File: src/rtl/dio24_leds_btn_pwm_if.sv
// rtl/dio24_leds_btn_pwm_if.sv - button and LED signal bundle for dio24_leds_btn_pwm
interface dio24_leds_btn_pwm_if #(
    parameter int NUM_BUTTONS = 2,
    parameter int NUM_LEDS    = 2,
    parameter int PWM_BITS    = 8
);
    logic [NUM_BUTTONS-1:0]       btn_in;
    logic [NUM_BUTTONS-1:0]       btn_status;
    logic [NUM_BUTTONS-1:0]       btn_press;
    logic [NUM_BUTTONS-1:0]       btn_release;
    logic [NUM_BUTTONS-1:0]       btn_long;
    logic [NUM_LEDS-1:0]          leds_in;
    logic [NUM_LEDS*PWM_BITS-1:0] leds_duty;
    logic [NUM_LEDS-1:0]          leds_blink;
    logic [NUM_LEDS*2-1:0]        leds_period;
    logic [NUM_LEDS-1:0]          leds_inv;
    logic [NUM_LEDS-1:0]          leds_out;

    modport master (
        output btn_in, leds_in, leds_duty, leds_blink, leds_period, leds_inv,
        input  btn_status, btn_press, btn_release, btn_long, leds_out
    );

    modport slave (
        input  btn_in, leds_in, leds_duty, leds_blink, leds_period, leds_inv,
        output btn_status, btn_press, btn_release, btn_long, leds_out
    );
endinterface

File: src/rtl/dio24_leds_btn_pwm.sv
// rtl/dio24_leds_btn_pwm.sv - debounced buttons with press/release/long events, PWM/blink LEDs
module dio24_leds_btn_pwm #(
    parameter int NUM_BUTTONS   = 2,
    parameter int NUM_LEDS      = 2,
    parameter int BTN_SYNC      = 2,
    parameter int BTN_DEB_BITS  = 10,
    parameter int BTN_LONG_BITS = 26,
    parameter int PWM_BITS      = 8,
    parameter int BLINK_BITS    = 26
) (
    input  logic                  clk,
    input  logic                  reset_n,
    dio24_leds_btn_pwm_if.slave   bus
);

    logic [BLINK_BITS-1:0] r_cnt;
    logic [3:0]            w_cnt_top;

    always_ff @(posedge clk or negedge reset_n) begin
        if (!reset_n) r_cnt <= '0;
        else          r_cnt <= r_cnt + 1'b1;
    end

    assign w_cnt_top = r_cnt[BLINK_BITS-1 -: 4];

    logic [NUM_LEDS-1:0] r_leds_ff;
    logic [NUM_LEDS-1:0] r_leds_stage;
    logic [NUM_LEDS-1:0] r_leds_out;
    logic [NUM_LEDS-1:0] w_pwm_on;
    logic [NUM_LEDS-1:0] w_blink_on;

    for (genvar g = 0; g < NUM_LEDS; g++) begin : g_led
        logic [PWM_BITS-1:0] w_duty;
        logic [1:0]          w_sel;
        assign w_duty        = bus.leds_duty[g*PWM_BITS +: PWM_BITS];
        assign w_sel         = bus.leds_period[2*g +: 2];
        // all-ones duty is fully on; otherwise the compare would leave one dark slot
        assign w_pwm_on[g]   = (&w_duty) | (r_cnt[PWM_BITS-1:0] < w_duty);
        // ~sel picks counter bit BLINK_BITS-1-sel out of the top nibble
        assign w_blink_on[g] = ~bus.leds_blink[g] | ~w_cnt_top[~w_sel];
    end

    always_ff @(posedge clk or negedge reset_n) begin
        if (!reset_n) begin
            r_leds_ff    <= '0;
            r_leds_stage <= '0;
            r_leds_out   <= '0;
        end else begin
            r_leds_ff    <= bus.leds_in;
            r_leds_stage <= (r_leds_ff & w_pwm_on & w_blink_on) ^ bus.leds_inv;
            r_leds_out   <= r_leds_stage;
        end
    end

    assign bus.leds_out = r_leds_out;

    logic [NUM_BUTTONS-1:0] w_sig;

    if (BTN_SYNC == 0) begin : g_nosync
        assign w_sig = bus.btn_in;
    end else begin : g_sync
        logic [NUM_BUTTONS-1:0] r_sync [BTN_SYNC];
        always_ff @(posedge clk or negedge reset_n) begin
            if (!reset_n) begin
                for (int i = 0; i < BTN_SYNC; i++) r_sync[i] <= '0;
            end else begin
                r_sync[0] <= bus.btn_in;
                for (int i = 1; i < BTN_SYNC; i++) r_sync[i] <= r_sync[i-1];
            end
        end
        assign w_sig = r_sync[BTN_SYNC-1];
    end

    for (genvar b = 0; b < NUM_BUTTONS; b++) begin : g_btn
        logic [BTN_DEB_BITS-1:0]  r_dcnt;
        logic [BTN_LONG_BITS-1:0] r_lcnt;
        logic                     r_state;
        logic                     r_long_done;
        logic                     r_press;
        logic                     r_release;
        logic                     r_long;
        logic                     w_diff;
        logic                     w_flip;

        assign w_diff = w_sig[b] ^ r_state;
        assign w_flip = w_diff & (&r_dcnt);

        always_ff @(posedge clk or negedge reset_n) begin
            if (!reset_n) begin
                r_dcnt      <= '0;
                r_lcnt      <= '0;
                r_state     <= 1'b0;
                r_long_done <= 1'b0;
                r_press     <= 1'b0;
                r_release   <= 1'b0;
                r_long      <= 1'b0;
            end else begin
                r_press   <= w_flip & w_sig[b];
                r_release <= w_flip & ~w_sig[b];
                r_long    <= 1'b0;
                if (w_diff && !w_flip) r_dcnt <= r_dcnt + 1'b1;
                else                   r_dcnt <= '0;
                if (w_flip) begin
                    r_state     <= w_sig[b];
                    r_lcnt      <= '0;
                    r_long_done <= 1'b0;
                end else if (r_state) begin
                    // lcnt holds at max; long_done limits the pulse to once per press
                    if (&r_lcnt) begin
                        if (!r_long_done) begin
                            r_long      <= 1'b1;
                            r_long_done <= 1'b1;
                        end
                    end else begin
                        r_lcnt <= r_lcnt + 1'b1;
                    end
                end
            end
        end

        assign bus.btn_status[b]  = r_state;
        assign bus.btn_press[b]   = r_press;
        assign bus.btn_release[b] = r_release;
        assign bus.btn_long[b]    = r_long;
    end

endmodule

File: src/flat_wrapper.sv
// flat-port wrapper written by rule: the top's interface ports become plain ports
module dio24_leds_btn_pwm_flat 
#(
    parameter int NUM_BUTTONS   = 2,
    parameter int NUM_LEDS      = 2,
    parameter int BTN_SYNC      = 2,
    parameter int BTN_DEB_BITS  = 10,
    parameter int BTN_LONG_BITS = 26,
    parameter int PWM_BITS      = 8,
    parameter int BLINK_BITS    = 26
)
  (clk, reset_n, bus_btn_in, bus_leds_in, bus_leds_duty, bus_leds_blink, bus_leds_period, bus_leds_inv, bus_btn_status, bus_btn_press, bus_btn_release, bus_btn_long, bus_leds_out);
  dio24_leds_btn_pwm_if #(.NUM_BUTTONS(NUM_BUTTONS), .NUM_LEDS(NUM_LEDS), .PWM_BITS(PWM_BITS)) bus_i ();
  input  logic clk;
  input  logic reset_n;
  input wire logic [$bits(bus_i.btn_in)-1:0] bus_btn_in;
  input wire logic [$bits(bus_i.leds_in)-1:0] bus_leds_in;
  input wire logic [$bits(bus_i.leds_duty)-1:0] bus_leds_duty;
  input wire logic [$bits(bus_i.leds_blink)-1:0] bus_leds_blink;
  input wire logic [$bits(bus_i.leds_period)-1:0] bus_leds_period;
  input wire logic [$bits(bus_i.leds_inv)-1:0] bus_leds_inv;
  output wire logic [$bits(bus_i.btn_status)-1:0] bus_btn_status;
  output wire logic [$bits(bus_i.btn_press)-1:0] bus_btn_press;
  output wire logic [$bits(bus_i.btn_release)-1:0] bus_btn_release;
  output wire logic [$bits(bus_i.btn_long)-1:0] bus_btn_long;
  output wire logic [$bits(bus_i.leds_out)-1:0] bus_leds_out;
  assign bus_i.btn_in = bus_btn_in;
  assign bus_i.leds_in = bus_leds_in;
  assign bus_i.leds_duty = bus_leds_duty;
  assign bus_i.leds_blink = bus_leds_blink;
  assign bus_i.leds_period = bus_leds_period;
  assign bus_i.leds_inv = bus_leds_inv;
  assign bus_btn_status = bus_i.btn_status;
  assign bus_btn_press = bus_i.btn_press;
  assign bus_btn_release = bus_i.btn_release;
  assign bus_btn_long = bus_i.btn_long;
  assign bus_leds_out = bus_i.leds_out;
  dio24_leds_btn_pwm #(.NUM_BUTTONS(NUM_BUTTONS), .NUM_LEDS(NUM_LEDS), .BTN_SYNC(BTN_SYNC), .BTN_DEB_BITS(BTN_DEB_BITS), .BTN_LONG_BITS(BTN_LONG_BITS), .PWM_BITS(PWM_BITS), .BLINK_BITS(BLINK_BITS)) u_core (.clk(clk), .reset_n(reset_n), .bus(bus_i));
endmodule
File: config.mk
export PLATFORM = sky130hd
export DESIGN_NAME = dio24_leds_btn_pwm_flat
export DESIGN_NICKNAME = d
export VERILOG_FILES = /design/src/rtl/dio24_leds_btn_pwm_if.sv /design/src/rtl/dio24_leds_btn_pwm.sv /design/src/flat_wrapper.sv
export SDC_FILE = /design/constraint.sdc
export NUM_CORES = 1
export LEC_CHECK = 0
export BUFFER_PORTS_ARGS = -buffer_cell sky130_fd_sc_hd__buf_2
export CAP_MARGIN = 20
export CORE_MARGIN = 2
export CORE_UTILIZATION = 35
export DETAILED_ROUTE_END_ITERATION = 8
export PLACE_DENSITY_LB_ADDON = 0.3
export RECOVER_POWER = 100
export SLEW_MARGIN = 20
export SYNTH_ARGS = -nofsm -noshare
export SYNTH_HDL_FRONTEND = slang
export SYNTH_SLANG_ARGS = --single-unit
File: constraint.sdc
create_clock -name clk -period 4.2 [get_ports clk]
set_input_delay 0.21 -clock clk [delete_from_list [all_inputs] [get_ports clk]]
set_output_delay 0.21 -clock clk [all_outputs]
set_load 0.02 [all_outputs]
==> flow_metrics.tcl, run 1 <==
set metrics [dict create \
    io_pins 40 \
    fin_area_um2 7078 \
    yosysUniqueCellTypes 49 \
    hpwl_um 8858 \
    rsz0062_at_grt "false" \
    vias_per_cell 5.241 \
    r2r_cells 6 \
    portBuffers 39 \
    worstMarginPinSlew_ps 2370 \
    grt_pass1_wl_um 21980 \
    drc 0 \
    synth_compound_area_frac 0.09298 \
    syn_avg_cell_area_um2 9.890 \
    fin_crit_sh 0.6473 \
    ant_nets 0 \
    skew_ps 9.929 \
    rrSetupSlack_ps 1480 \
    fin_tns_setup_ps 0 \
    min_path_cells 5 \
    drtIter0Drc 306 \
    min_period_ps 2719 \
    cts_tree "yes" \
    final_cell_count_no_fill 899 \
    placeableCoreArea_um2 17120 \
    async_flop_share 1.000 \
    setup_violations 0 \
    vias 4712 \
    crit_path_start_kind "flip-flop" \
    die_h_um 135.8 \
    cts_root_buffer "clkbuf_16" \
    syn_area_um2 6082 \
    hold_end "u_core.r_leds_stage[0]$_DFF_PN0_" \
    cts_resized 0 \
    synth_area_leaders "dfrtp_1 49%, xnor2_1 5.8%, ha_1 3.9%" \
    grtUsageTotal 0.1492 \
    place_inst 862 \
    max_slew_margin -0.5799 \
    failed_checks "capacitance limit, slew limit" \
    hp-start "bus_leds_blink[0]" \
    diodes 0 \
    synthCells 615 \
    hold_path.class "primary input to flip-flop" \
    die_x_um 135.8 \
    cp.required_ps 4500 \
    grt_max_degree 44 \
    clk_pin_slew_ps 60 \
    synth_seq_cells 118 \
    criticalPathCategory "flip-flop to flip-flop" \
    synth_mux_area_frac 0.01090 \
    power_density_nw_per_um2 377.4 \
    synth_flop_cell "dfrtp_1" \
    leakagePower_nw 3.064 \
    status "finished with violations" \
    cts_setup_buffers 0 \
    synth_top_family_by_area "simple AND/OR/NAND/NOR gates" \
    ys_seq_area_frac 0.4855 \
    synth_edf_count 0 \
    yosysWarnings 0 \
    rr_startpoint "u_core.g_btn[1].r_dcnt[0]$_DFF_PN0_" \
    first_global_vias 4747 \
    synth_nets 664 \
    die_area_um2 18450 \
    synth_top_area_share 0.4855 \
    numCtsBuffers 17 \
    gp_congestion 0.8656 \
    cts.htree.levels 4 \
    clkLatencyLatePin_ps 420 \
    final_hold_viol_count 0 \
    nNetsFinal 712 \
    cap_viol_max_count 1 \
    fmax_ghz 0.3678 \
    yosys.area.top_type "dfrtp_1" \
    synth_adder_area_share 0.03909 \
    antenna_found_initial 0 \
    area_growth_pct 16.38 \
    yosys.area_share.simple 0.2444 \
    clock_sinks 118 \
    worstPathArrival_ps 3020 \
    rows 48 \
    slew_violations 44 \
    cts_hold_buf 7 \
    start_util 0.3553 \
    path_max_fanout 27 \
    synth-xor-area-share 0.09216 \
    wl_per_cell_um 14.32 \
    vdd_drop_max_v 0.0003295 \
    placedInstanceArea_um2 6486 \
    drive_gt1_frac 0.1039 \
    dr.pass1.iters 4 \
    grt_remaining_overflow 0 \
    clock_path_buffers 2 \
    r2r_end "u_core.g_btn[1].r_lcnt[16]$_DFFE_PN0P_" \
    drt_wl_total_um 12870 \
    worst_setup_path_end_kind "flip-flop" \
]
==> placed cells by master (no fill, tap or decap), types with 12 or more instances in the layout <==
cell       instances
ha_1              19
clkbuf_1          15
o21ai_0           19
or3_1             14
inv_1             25
nand4_1           26
xnor2_1           40
nor2_1            56
nand2_1           54
xor2_1            24
or4_1             12
and3_1            15
clkbuf_16         17
nand3_1           43
nor3_1            13
dfrtp_1          118
a21oi_1           31
buf_2             28
==> worst max-delay path by stage <==
| stage | from | end | slack, ps |
|---|---|---|---|
| after floorplan | u_core.g_btn[1].r_dcnt[0]$_DFF_PN0_ | u_core.g_btn[1].r_lcnt[0]$_DFFE_PN0P_ | 2240 |
| after global placement | u_core.g_btn[1].r_dcnt[0]$_DFF_PN0_ | u_core.g_btn[1].r_lcnt[16]$_DFFE_PN0P_ | 1800 |
| after detailed placement | u_core.g_btn[1].r_dcnt[0]$_DFF_PN0_ | u_core.g_btn[1].r_lcnt[16]$_DFFE_PN0P_ | 1770 |
| after CTS | u_core.g_btn[1].r_dcnt[0]$_DFF_PN0_ | u_core.g_btn[1].r_lcnt[16]$_DFFE_PN0P_ | 1770 |
| after global routing | reset_n | u_core.g_btn[1].r_lcnt[15]$_DFFE_PN0P_ | 940 |
| final | u_core.g_btn[1].r_dcnt[0]$_DFF_PN0_ | u_core.g_btn[1].r_lcnt[16]$_DFFE_PN0P_ | 1480 |
==> layer usage <==
metal	track usage	routed length, um	share of wire
met1	0.1849	5935	0.46
met2	0.2500	6321	0.49
met3	0.04101	445	0.035
met4	0.05324	172	0.013
met5	0	0	0
==> synth_stat cells (all sizes together) (3+ instances only) <==
library cell    n
dfrtp         118
nand2          54
o211ai          6
ha             19
or4            13
nor3           13
and3           15
nand4b          4
xnor2          40
a211oi          7
o21ai          19
nand4          27
clkbuf          9
o2111ai         6
o31ai           6
and2            6
nor3b           3
or3            14
nor2           56
xor2           24
and4           11
nand3          43
buf            13
nor4            9
a21oi          31
inv            25
==> state kept, by name, summed over array words and instances (netlist names) <==
register	count
u_core.g_btn.r_lcnt	52
u_core.r_cnt	26
u_core.g_btn.r_dcnt	20
u_core.bus.leds_out	2
u_core.g_btn.r_long	2
u_core.g_btn.r_long_done	2
u_core.g_btn.r_press	2
u_core.g_btn.r_release	2
u_core.g_btn.r_state	2
u_core.g_sync.r_sync	2
u_core.r_leds_ff	2
u_core.r_leds_stage	2
u_core.w_sig	2
==> through the flow <==
step / total power (W) / hold slack [ps] / util / setup slack (ps)
2_1_floorplan: 0.001204 / -85.59 / - / 2238
3_5_place_dp: 0.001255 / 241.9 / 0.3789 / 1771
3_3_place_gp: 0.001251 / 235.4 / 0.3789 / 1803
5_1_grt: 0.002769 / 285.3 / 0.4135 / 941.4
4_1_cts: 0.002708 / 229.8 / 0.4168 / 1773
6_report: 0.002671 / 234.8 / 0.4135 / 1481
==> where the power goes <==
part / internal (W) / switching (W) / leakage, nW
logic: 0.0000304 / 0.0000488 / 1.17
registers: 0.00115 / 0.00000772 / 1.61
clock network: 0.000935 / 0.000499 / 0.285
==> area by class of cell <==
type,instances,area (um2)
inverter,25,93.84
multi-input combinational,450,2890
sequential,118,2953
timing repair buffer,51,281.5
tap,225,281.5
fill,1658,10040
clock inverter,10,131.4
clock buffer,20,446.7
==> cell families after synthesis <==
family	after synthesis
XOR/XNOR	64
AO/OA/AOI/OAI	89
adder cells (fa/ha/maj)	19
flip-flops	118
AND/OR/NAND/NOR	274
buffers and inverters	47
multiplexers	4
==> worst max-delay path, cell delays in order, from the launching register on <==
cell and delay [ps]:
dfrtp_1 370, ha_1 190, nand3_1 160, nor4_1 450, and2_0 1130, or4_1 240
nand2_1 50
Note: power is estimated with default switching activity, not from simulation.
==> run 2, diff against run 1 <==
- clock period: 4.2 -> 2.49 ns (I/O delays scaled with it)
==> flow_metrics.tcl, run 2 (same netlist as run 1, synthesis figures left out) <==
set metrics [dict create \
    setup_violations 0 \
    area_growth_pct 18.64 \
    grtUsageTotal 0.1512 \
    clk_pin_slew_ps 60 \
    p_int_w 0.003790 \
    worstPathArrival_ps 2550 \
    fmax_ghz 0.4517 \
    drt_wl_total_um 12820 \
    fin_crit_sh 0.8891 \
    hold_path.class "primary input to flip-flop" \
    leakagePower_nw 3.160 \
    crit_path_start_kind "flip-flop" \
    cts.htree.levels 4 \
    hp-start "bus_leds_blink[1]" \
    largest_reg_flops 52 \
    numCtsBuffers 17 \
    gp_congestion 0.8591 \
    slew_violations 0 \
    clkLatencyLatePin_ps 420 \
    clockPowerShare 0.562 \
    first_global_vias 4895 \
    rrSetupSlack_ps 280 \
    cts_setup_buffers 0 \
    path_max_fanout 6 \
    r2r_end "u_core.g_btn[1].r_lcnt[24]$_DFFE_PN0P_" \
    min_period_ps 2214 \
    die_area_um2 18450 \
    worstMarginPinSlew_ps 1279 \
    r2r_cells 5 \
    dr.pass1.iters 4 \
    criticalPathCategory "flip-flop to flip-flop" \
    largest_register "u_core.g_btn.r_lcnt" \
    clock_path_buffers 2 \
    grt_remaining_overflow 0 \
    cts_tree "yes" \
    nNetsFinal 717 \
    final_hold_viol_count 0 \
    rows 48 \
    diodes 0 \
    pwr-share-seq 0.409 \
    status "finished, final reports clean" \
    start_util 0.3553 \
    rr_startpoint "u_core.g_btn[1].r_lcnt[7]$_DFFE_PN0P_" \
    most-common-layout-cells "118 x dfrtp_1, 56 x nor2_1, 54 x nand2_1, 43 x nand3_1, 40 x xnor2_1" \
    max_slew_margin 0.1475 \
    ant_nets 0 \
    placedInstanceArea_um2 6536 \
    hpwl_um 8820 \
    vdd_drop_max_v 0.0005432 \
    io_pins 40 \
    clock_sinks 118 \
    p_comb_frac 0.028 \
    placeableCoreArea_um2 17120 \
    final_common_cell "dfrtp_1" \
    finalPower_w 0.004773 \
    fin_tns_setup_ps 0 \
    min_path_cells 5 \
    vias_per_cell 5.286 \
    drtIter0Drc 320 \
    hold_end "u_core.r_leds_stage[1]$_DFF_PN0_" \
    antenna_found_initial 0 \
    rsz0062_at_grt "false" \
    drive_gt1_frac 0.1204 \
    cap_viol_max_count 0 \
    portBuffers 39 \
    grt_max_degree 49 \
    largestRegisters "u_core.g_btn.r_lcnt: 52 flops, u_core.r_cnt: 26 flops, u_core.g_btn.r_dcnt: 20 flops" \
    fin_area_um2 7216 \
    skew_ps 7.500 \
    power_switching_w 0.0009832 \
    die_h_um 135.8 \
    drc 0 \
    wl_per_cell_um 14.15 \
    switching_share 0.2060 \
    cp.required_ps 2830 \
    die_x_um 135.8 \
    power_density_nw_per_um2 661.4 \
    grt_pass1_wl_um 22250 \
    cts_root_buffer "clkbuf_16" \
    vias 4789 \
    worst_setup_path_end_kind "flip-flop" \
]
-- run 2: critical path, stage by stage, from the launching register on --
cell and delay, ps:
dfrtp_1 430, nand4_1 240, nor4_2 560, nand4b_1 330
or3_1 400, a21oi_1 160
-- run 2: worst max path at each step --
stage,startpoint,endpoint,slack [ps],cells past startpoint
final,u_core.g_btn[1].r_lcnt[7]$_DFFE_PN0P_,u_core.g_btn[1].r_lcnt[24]$_DFFE_PN0P_,280,5
after global routing,u_core.g_btn[0].r_lcnt[0]$_DFFE_PN0P_,u_core.g_btn[0].r_lcnt[9]$_DFFE_PN0P_,110,6
after CTS,u_core.g_btn[0].r_lcnt[11]$_DFFE_PN0P_,u_core.g_btn[0].r_lcnt[19]$_DFFE_PN0P_,370,5
after detailed placement,u_core.g_btn[0].r_lcnt[11]$_DFFE_PN0P_,u_core.g_btn[0].r_lcnt[19]$_DFFE_PN0P_,380,5
after global placement,u_core.g_btn[1].r_lcnt[13]$_DFFE_PN0P_,u_core.g_btn[1].r_lcnt[13]$_DFFE_PN0P_,420,5
after floorplan,u_core.g_btn[1].r_dcnt[0]$_DFF_PN0_,u_core.g_btn[1].r_lcnt[0]$_DFFE_PN0P_,530,7
-- run 2: layer usage --
metal | track usage | routed length (um)
met1 | 0.1852 | 5729
met2 | 0.2539 | 6379
met3 | 0.03617 | 451
met4 | 0.06713 | 257
met5 | 0 | 0
-- run 2: power by group through the flow --
stage | Sequential, W | Clock [W] | Combinational [W]
3_3_place_gp | 0.00199 | 0 | 0.000128
6_report | 0.00195 | 0.00268 | 0.000135
3_5_place_dp | 0.00199 | 0 | 0.000134
2_1_floorplan | 0.00199 | 0 | 0.0000419
5_1_grt | 0.00195 | 0.00284 | 0.000156
4_1_cts | 0.00195 | 0.00274 | 0.000143
-- run 2: cell type report --
type	instances	area [um2]
well taps	225	281.5
inverters	25	93.84
clock buffers	19	442.9
repair buffers	56	326.6
multi-input cells	450	2915
fillers	1655	9901
clock inverters	13	202.7
flip-flops and latches	118	2953
-- run 2: metrics by stage --
| step | std cells | setup slack, ps | utilization | hold WS, ps |
|---|---|---|---|---|
| CTS | 906 | 369.0 | 0.4237 | 127.8 |
| finish | 906 | 276.2 | 0.4216 | 136.8 |
| detailed placement | 867 | 379.5 | 0.3819 | 197.9 |
| global placement | 867 | 423.2 | 0.3819 | 179.6 |
| global route | 906 | 105.8 | 0.4216 | 180.6 |
| floorplan | 615 | 527.8 | - | -171.1 |
-- run 2: what timing repair did --
action,CTS,global route
resized for setup,0,0
hold buffers,7,0
endpoints found under the setup margin,0,0
endpoints found under the hold margin,51,0
